===== config.mk =====
export PLATFORM = sky130hd
export DESIGN_NAME = boid_frame_scheduler
export DESIGN_NICKNAME = d
export VERILOG_FILES = /design/src/rtl/boid_frame_scheduler.sv
export SDC_FILE = /design/constraint.sdc
export NUM_CORES = 1
export LEC_CHECK = 0
export ABC_AREA = 1
export BUFFER_PORTS_ARGS = -buffer_cell sky130_fd_sc_hd__buf_4
export CAP_MARGIN = 0
export CELL_PAD_IN_SITES_DETAIL_PLACEMENT = 1
export CELL_PAD_IN_SITES_GLOBAL_PLACEMENT = 1
export CORE_MARGIN = 2
export CORE_UTILIZATION = 37
export CTS_CLUSTER_DIAMETER = 50
export DETAILED_ROUTE_END_ITERATION = 16
export GPL_TIMING_DRIVEN = 0
export PLACE_DENSITY = 0.78
export SLEW_MARGIN = 20
export SYNTH_ARGS = -nofsm -noshare
export SYNTH_HDL_FRONTEND = slang
export SYNTH_SLANG_ARGS = --single-unit

===== constraint.sdc =====
create_clock -name clock -period 3 [get_ports clock]
set_clock_uncertainty 0.2 [all_clocks]
set_input_delay 0.75 -clock clock [delete_from_list [all_inputs] [get_ports clock]]
set_output_delay 0.75 -clock clock [all_outputs]
set_load 0.05 [all_outputs]

===== src/rtl/boid_frame_scheduler.sv =====
// Frame-synchronous boid rasteriser: clears the back buffer, draws a
// square sprite per active boid, then swaps front/back display buffers.
module boid_frame_scheduler #(
  parameter int NUM_BOIDS = 8,
  parameter int H_RES     = 640,
  parameter int V_RES     = 480,
  parameter int ADDR_W    = 19,
  parameter int SPRITE    = 2
) (
  input  logic                         clock,
  input  logic                         reset_n,
  input  logic                         frame_end,
  input  logic [$clog2(NUM_BOIDS):0]   boid_count,
  output logic [$clog2(NUM_BOIDS)-1:0] boid_sel,
  input  logic [9:0]                   boid_x,
  input  logic [8:0]                   boid_y,
  output logic                         fb_clear,
  output logic                         fb_we,
  output logic [ADDR_W-1:0]            fb_waddr,
  output logic                         front_sel,
  output logic                         busy,
  output logic                         done,
  output logic [7:0]                   overrun_cnt
);

  localparam int IW = $clog2(NUM_BOIDS);
  localparam int CW = IW + 1;

  localparam logic [1:0] S_IDLE  = 2'd0;
  localparam logic [1:0] S_CLEAR = 2'd1;
  localparam logic [1:0] S_DRAW  = 2'd2;
  localparam logic [1:0] S_SWAP  = 2'd3;

  localparam logic [CW-1:0] NMAX  = CW'(NUM_BOIDS);
  localparam logic [1:0]    SLAST = 2'(SPRITE - 1);
  localparam logic [10:0]   HLIM  = 11'(H_RES);
  localparam logic [9:0]    VLIM  = 10'(V_RES);

  logic [1:0]        state_q, state_d;
  logic [CW-1:0]     n_q, n_d;
  logic [IW-1:0]     i_q, i_d;
  logic [1:0]        dx_q, dx_d;
  logic [1:0]        dy_q, dy_d;
  logic              we_q, we_d;
  logic [ADDR_W-1:0] waddr_q, waddr_d;
  logic              front_q, front_d;
  logic              done_q, done_d;
  logic [7:0]        ovr_q, ovr_d;

  logic [10:0]       px;
  logic [9:0]        py;
  logic              in_bounds;
  logic              last_boid;
  logic [ADDR_W-1:0] pix_addr;

  // widened sums so sprites at the screen edge clip instead of wrapping
  assign px        = {1'b0, boid_x} + {9'b0, dx_q};
  assign py        = {1'b0, boid_y} + {8'b0, dy_q};
  assign in_bounds = (px < HLIM) && (py < VLIM);
  assign pix_addr  = ADDR_W'(py) * ADDR_W'(H_RES) + ADDR_W'(px);
  assign last_boid = ({1'b0, i_q} == n_q - CW'(1));

  always_comb begin
    state_d = state_q;
    n_d     = n_q;
    i_d     = i_q;
    dx_d    = dx_q;
    dy_d    = dy_q;
    we_d    = 1'b0;
    waddr_d = waddr_q;
    front_d = front_q;
    done_d  = 1'b0;
    ovr_d   = ovr_q;
    if (frame_end && state_q != S_IDLE && ovr_q != 8'hff)
      ovr_d = ovr_q + 8'd1;
    unique case (state_q)
      S_IDLE: begin
        if (frame_end) begin
          n_d     = (boid_count > NMAX) ? NMAX : boid_count;
          state_d = S_CLEAR;
        end
      end
      S_CLEAR: begin
        i_d     = '0;
        dx_d    = '0;
        dy_d    = '0;
        state_d = (n_q != '0) ? S_DRAW : S_SWAP;
      end
      S_DRAW: begin
        we_d = in_bounds;
        if (in_bounds)
          waddr_d = pix_addr;
        if (dx_q != SLAST) begin
          dx_d = dx_q + 2'd1;
        end else begin
          dx_d = '0;
          if (dy_q != SLAST) begin
            dy_d = dy_q + 2'd1;
          end else begin
            dy_d = '0;
            if (last_boid) begin
              i_d     = '0;
              state_d = S_SWAP;
            end else begin
              i_d = i_q + IW'(1);
            end
          end
        end
      end
      S_SWAP: begin
        front_d = ~front_q;
        done_d  = 1'b1;
        state_d = S_IDLE;
      end
      default: state_d = S_IDLE;
    endcase
  end

  always_ff @(posedge clock or negedge reset_n) begin
    if (!reset_n) begin
      state_q <= S_IDLE;
      n_q     <= '0;
      i_q     <= '0;
      dx_q    <= '0;
      dy_q    <= '0;
      we_q    <= 1'b0;
      waddr_q <= '0;
      front_q <= 1'b0;
      done_q  <= 1'b0;
      ovr_q   <= '0;
    end else begin
      state_q <= state_d;
      n_q     <= n_d;
      i_q     <= i_d;
      dx_q    <= dx_d;
      dy_q    <= dy_d;
      we_q    <= we_d;
      waddr_q <= waddr_d;
      front_q <= front_d;
      done_q  <= done_d;
      ovr_q   <= ovr_d;
    end
  end

  assign boid_sel    = i_q;
  assign fb_clear    = (state_q == S_CLEAR);
  assign busy        = (state_q != S_IDLE);
  assign fb_we       = we_q;
  assign fb_waddr    = waddr_q;
  assign front_sel   = front_q;
  assign done        = done_q;
  assign overrun_cnt = ovr_q;

endmodule


Yosys cells after proc, flatten, opt, wreduce, memory -nomap -nowiden
Index checks and enable logic that the tools add are counted.
{ "op_classes": {"addsub": 8, "mul": 1, "magnitude_cmp": 3, "eq_ne": 11, "muxes": 18, "bitwise_logic": 1, "reduce_logical": 12} }
{ "op_table": {"columns": ["operator", "n"], "rows": [
  ["19-bit by 11-bit adder with 19-bit output", 1],
  ["2-bit 2-to-1 mux", 7],
  ["10-bit by 3-bit multiplier with 12-bit output, second input constant", 1],
  ["10-bit by 2-bit adder with 11-bit output", 1],
  ["11-bit by 10-bit less-than comparator with 1-bit output, second input constant", 1],
  ["9-bit by 2-bit adder with 10-bit output", 1],
  ["10-bit by 9-bit less-than comparator with 1-bit output, second input constant", 1],
  ["3-bit 2-to-1 mux", 3],
  ["8-bit by 1-bit adder with 8-bit output, second input constant", 1],
  ["2-bit inequality test, second input constant", 4],
  ["8-bit inequality test, second input constant", 1],
  ["2-bit case mux with 2 select lines", 2],
  ["2-bit case mux with 4 select lines", 1],
  ["3-bit case mux with 2 select lines", 1],
  ["2-bit AND reduction", 3],
  ["2-bit by 1-bit adder with 2-bit output, second input constant", 2],
  ["2-bit equality test, second input constant", 2],
  ["3-bit by 4-bit equality test with 1-bit output", 1],
  ["4-bit > comparator, second input constant", 1],
  ["4-bit 2-to-1 mux", 1],
  ["2-bit by 1-bit inequality test with 1-bit output, second input constant", 2],
  ["4-bit AND reduction", 1],
  ["2-bit nonzero test", 2],
  ["4-bit nonzero test", 1],
  ["other kinds (8)", 12]
]} }
{ "word_totals": {"ff_bits": 43, "input_bits": 26, "output_inout_bits": 35, "word_cells": 64} }

Logic depth before layout (Yosys ltp)
{ "depth": {"ltp_word": 6, "ltp_mapped": 22, "ltp_nobuf": 22} }

Worst setup path before layout
Ideal clock, no wire load.
{ "synth_path": {"path_kind": "input port to flip-flop", "startpoint": "input port boid_y[0]", "endpoint": "register waddr_q[18], in the netlist fb_waddr[18]", "setup_ns": 0.118, "t_arrival_ns": 3.354, "t_required_ns": 2.682, "path_slack_ns": -0.672, "path_stages": 17, "n_path_buf": 0, "path_cell_list": "ha_1 > fa_1 > nand3_1 > xor2_1 > ha_1 > fa_1 > nand2_1 > inv_1 > nand2_1 > nand2_1 > nor2_1 > nor2_1 > nand3_1 > nor2_1 > nand3_1 > nand3_1 > nand2_1"} }
{ "synth_between": {"elab_chain_cells": 4, "word_cells_on_any_way": 6, "classes_between": "2 x add/sub; 1 x mul; 1 x order compare; 2 x reduce/logical"} }
{ "synth_lines": {"columns": ["element", "line_no", "source"], "rows": [
  ["start: declaration", "16", "input logic [8:0] boid_y,"],
  ["9-bit by 2-bit adder with 10-bit output *", "58", "assign py = {1'b0, boid_y} + {8'b0, dy_q};"],
  ["branches (longest 3 deep; another with 19-bit by 11-bit adder with 19-bit output)", null, null],
  ["end signal: assignment", "138", "waddr_q <= waddr_d;"],
  ["end: declaration", "45", "logic [ADDR_W-1:0] waddr_q, waddr_d;"]
]} }
Mark *: on every way between the ends.
A chain may end at the register's enable or synchronous reset.

Worst setup path in the final report
Same ends and word-level chain as after synthesis.

==> flow_metrics.py <==
metrics = {
    "timing": {
        "setup_viol": 8,
        "rsz0062_at_grt": "yes",
        "layout_setup_ws_ns": -0.506,
        "tightest_slew_ns": 0.691,
        "finalCritPeriodShare_pct": 117,
        "hold_viol_final": 0,
        "period_minus_slack_ns": 3.51,
        "drv_slew": 0,
        "max_freq_ghz": 0.285,
        "slew_headroom_pct": 53.5,
        "fin_setup_tns_ns": -3.10,
    },
    "setup_path": {
        "end_kind": "flop",
        "rr_endpoint": "fb_waddr[18]$_DFFE_PN0P_",
        "regToRegStartpoint": "dy_q[0]$_DFFE_PN0P_",
        "reg2reg_slack_ns": -0.40,
        "path_class": "input port to flop",
        "r2r_cells": 17,
        "arrival_ns": 3.50,
        "critPathMaxFanout": 3,
        "critPathRequiredTime_ns": 3.00,
        "worstSetupStartpointType": "input port",
    },
    "run_status": {
        "status": "complete, but fails checks",
        "failed_checks": "negative setup slack",
    },
    "die": {
        "io_pins": 61,
        "fp-row-count": 34,
        "core_um2": 8640,
        "die_area_um2": 9630,
        "initial_core_util_pct": 38.0,
        "die_y_um": 98.1,
        "die_w_um": 98.1,
    },
    "global_route": {
        "grt_overflow_total": 0,
        "grt_max_degree": 44,
        "grt_pass1_wl_um": 15200,
        "grt_pass1_vias": 3182,
        "grt_usage_pct": 19.1,
        "antenna_found_initial": 0,
    },
    "route": {
        "top_layer": "met4",
        "wire_per_inst_um": 15.4,
        "drt_first_pass_iters": 4,
        "num_vias": 3022,
        "via_per_inst": 4.88,
        "drtIter0Drc": 78,
        "route.detailed.drc": 0,
        "drt_wl_total_um": 9530,
        "met1_length_um": 4170,
        "wl_met2_um": 4850,
        "antenna_left": 0,
        "route.met3.wl_um": 315,
    },
    "clock_tree": {
        "cts_buffer_depth": 2,
        "postCtsHoldBufs": 0,
        "clockRootBuffer": "clkbuf_8",
        "cts_tree": "done",
        "cts_inserted_buffers": 5,
        "clkSinkCount": 43,
        "clk_latency_ns": 0.30,
        "cts_max_level": 2,
        "clk_pin_slew_ns": 0.09,
    },
    "logic_synthesis": {
        "ys_seq_elements": 43,
        "synthArstFlopShare_pct": 100,
        "synth.avg_cell_area_um2": 7.81,
        "yosys.area.top_type_share_pct": 32.8,
        "ys_types": 33,
        "yosysWarnings": 0,
        "ys.flop_type": "dfrtp_1",
        "yosysTopAreaCell": "dfrtp_1",
        "syn_inst": 420,
        "syn_area_um2": 3280,
        "yosys-top-cells-area": "dfrtp_1 (33%), nand2_1 (13%), ha_1 (11%)",
        "synth-edff-count": 0,
        "ys_seq_area_share_pct": 32.8,
        "synth_fp_nets": 479,
    },
    "finish": {
        "drive_gt1_share_pct": 40.7,
        "final_cell_mix": "nand2_1 (90), buf_4 (76), inv_1 (52)",
        "syn2layout_area_growth_pct": 42.1,
        "layout_commonest_cell": "nand2_1",
        "design_area_um2": 4660,
        "nNetsFinal": 569,
        "antenna_cells": 0,
    },
    "power": {
        "p_switching_w": 0.00216,
        "leakage_nw": 2.28,
        "switching_share_pct": 52.5,
        "power_frac_clock_pct": 9.2,
        "p_int_w": 0.00196,
        "power_frac_comb_pct": 66.4,
        "pwr-share-seq_pct": 24.4,
        "ir_drop_uv": 396,
        "cellPowerDensity_nw_per_um2": 885,
    },
    "placement": {
        "placed_area_um2": 3930,
        "io_buffers": 60,
        "place_congestion": 0.812,
        "pre_cts_slack_ns": -1.10,
        "dpl.hpwl_um": 6580,
    },
    "run": {
        "max_cap_violations": 0,
    },
    "hold_path": {
        "min_path_type": "input port to async pin",
    },
}
power by group through the flow:
stage                     Combinational, W  Clock, W  Sequential, W
after floorplan                    0.00112         0        0.00164
after global placement             0.00235         0        0.00100
after detailed placement           0.00242         0        0.00102
after CTS                          0.00255  0.000391        0.00101
after global routing               0.00296  0.000416        0.00104
final                              0.00274  0.000381        0.00100
through the flow:
step	util [%]	hold WS, ns	total power (W)	std cells
finish	53.9	0.242	0.00412	619
global route	53.9	0.282	0.00442	619
CTS	50.7	0.271	0.00395	609
global placement	45.6	0.256	0.00335	588
floorplan	-	0.254	0.00276	420
detailed placement	45.6	0.267	0.00344	588
registers in the layout, summed over array words and instances, names as in the netlist:
| signal | count |
|---|---|
| fb_waddr | 19 |
| overrun_cnt | 8 |
| n_q | 4 |
| boid_sel | 3 |
| dx_q | 2 |
| dy_q | 2 |
| state_q | 2 |
| done | 1 |
| fb_we | 1 |
| front_sel | 1 |
logic make-up after synthesis:
logic type               count (synthesis)  share of synthesized area [%]
XOR/XNOR                                29                           7.75
multiplexers                             1                          0.343
flip-flops                              43                           32.8
AND/OR/NAND/NOR                        207                           28.1
AO/OA/AOI/OAI                           43                           8.97
buffers and inverters                   64                           8.51
adder cells (fa/ha/maj)                 33                           13.5
Yosys cell counts, drive strengths merged (3+ instances only):
library cell / instances
nand2: 126
inv: 61
dfrtp: 43
nor2: 37
nand3: 33
ha: 29
o21ai: 24
xor2: 17
xnor2: 12
a21oi: 11
nand4: 5
fa: 4
nor3: 4
buf: 3
worst max-delay path by stage:
stage          startpoint                       end  slack [ns]  depth (start not counted)
6_report        boid_y[0]  fb_waddr[18]$_DFFE_PN0P_       -0.51                         18
5_1_grt         boid_y[0]  fb_waddr[18]$_DFFE_PN0P_       -0.67                         18
2_1_floorplan   boid_y[0]  fb_waddr[18]$_DFFE_PN0P_       -0.60                         14
3_5_place_dp    boid_y[1]  fb_waddr[16]$_DFFE_PN0P_       -1.10                         17
4_1_cts         boid_y[0]  fb_waddr[18]$_DFFE_PN0P_       -0.37                         17
3_3_place_gp    boid_y[1]  fb_waddr[18]$_DFFE_PN0P_       -0.97                         17
layer usage:
layer  vias up  track usage (%)
li1       1509                -
met1      1437             25.1
met2        59             33.9
met3        17             2.15
met4         0             4.06
met5         -                0
repair_timing:
| action | in CTS | in global routing |
|---|---|---|
| setup endpoints to repair | 9 | 9 |
| gates resized for setup | 44 | 56 |
| setup buffers | 15 | 10 |
| pin swaps | 24 | 29 |
| endpoints found under the hold margin | 0 | 0 |
final cells by class:
type	count	area [µm²]
timing repair buffer	83	649
fill	1040	3980
sequential	43	1080
inverter	61	239
clock inverter	2	12.5
buffer	3	45.0
clock buffer	6	72.6
tap	108	135
multi-input combinational	313	2430
worst max-delay path, stage by stage:
cell and delay (ns):
buf_6 0.10, ha_4 0.16, fa_2 0.45, nand3_4 0.14, xor2_4 0.21, ha_4 0.24, fa_2 0.58, nand2_4 0.07
inv_2 0.05, nand2_2 0.05, nand2_1 0.06, nor2_1 0.05, nor2_2 0.11, nand3_2 0.12, nor2_2 0.13, nand3_1 0.09
nand3_1 0.09, nand2_1 0.05
Note: power is estimated with default switching activity, not from simulation.
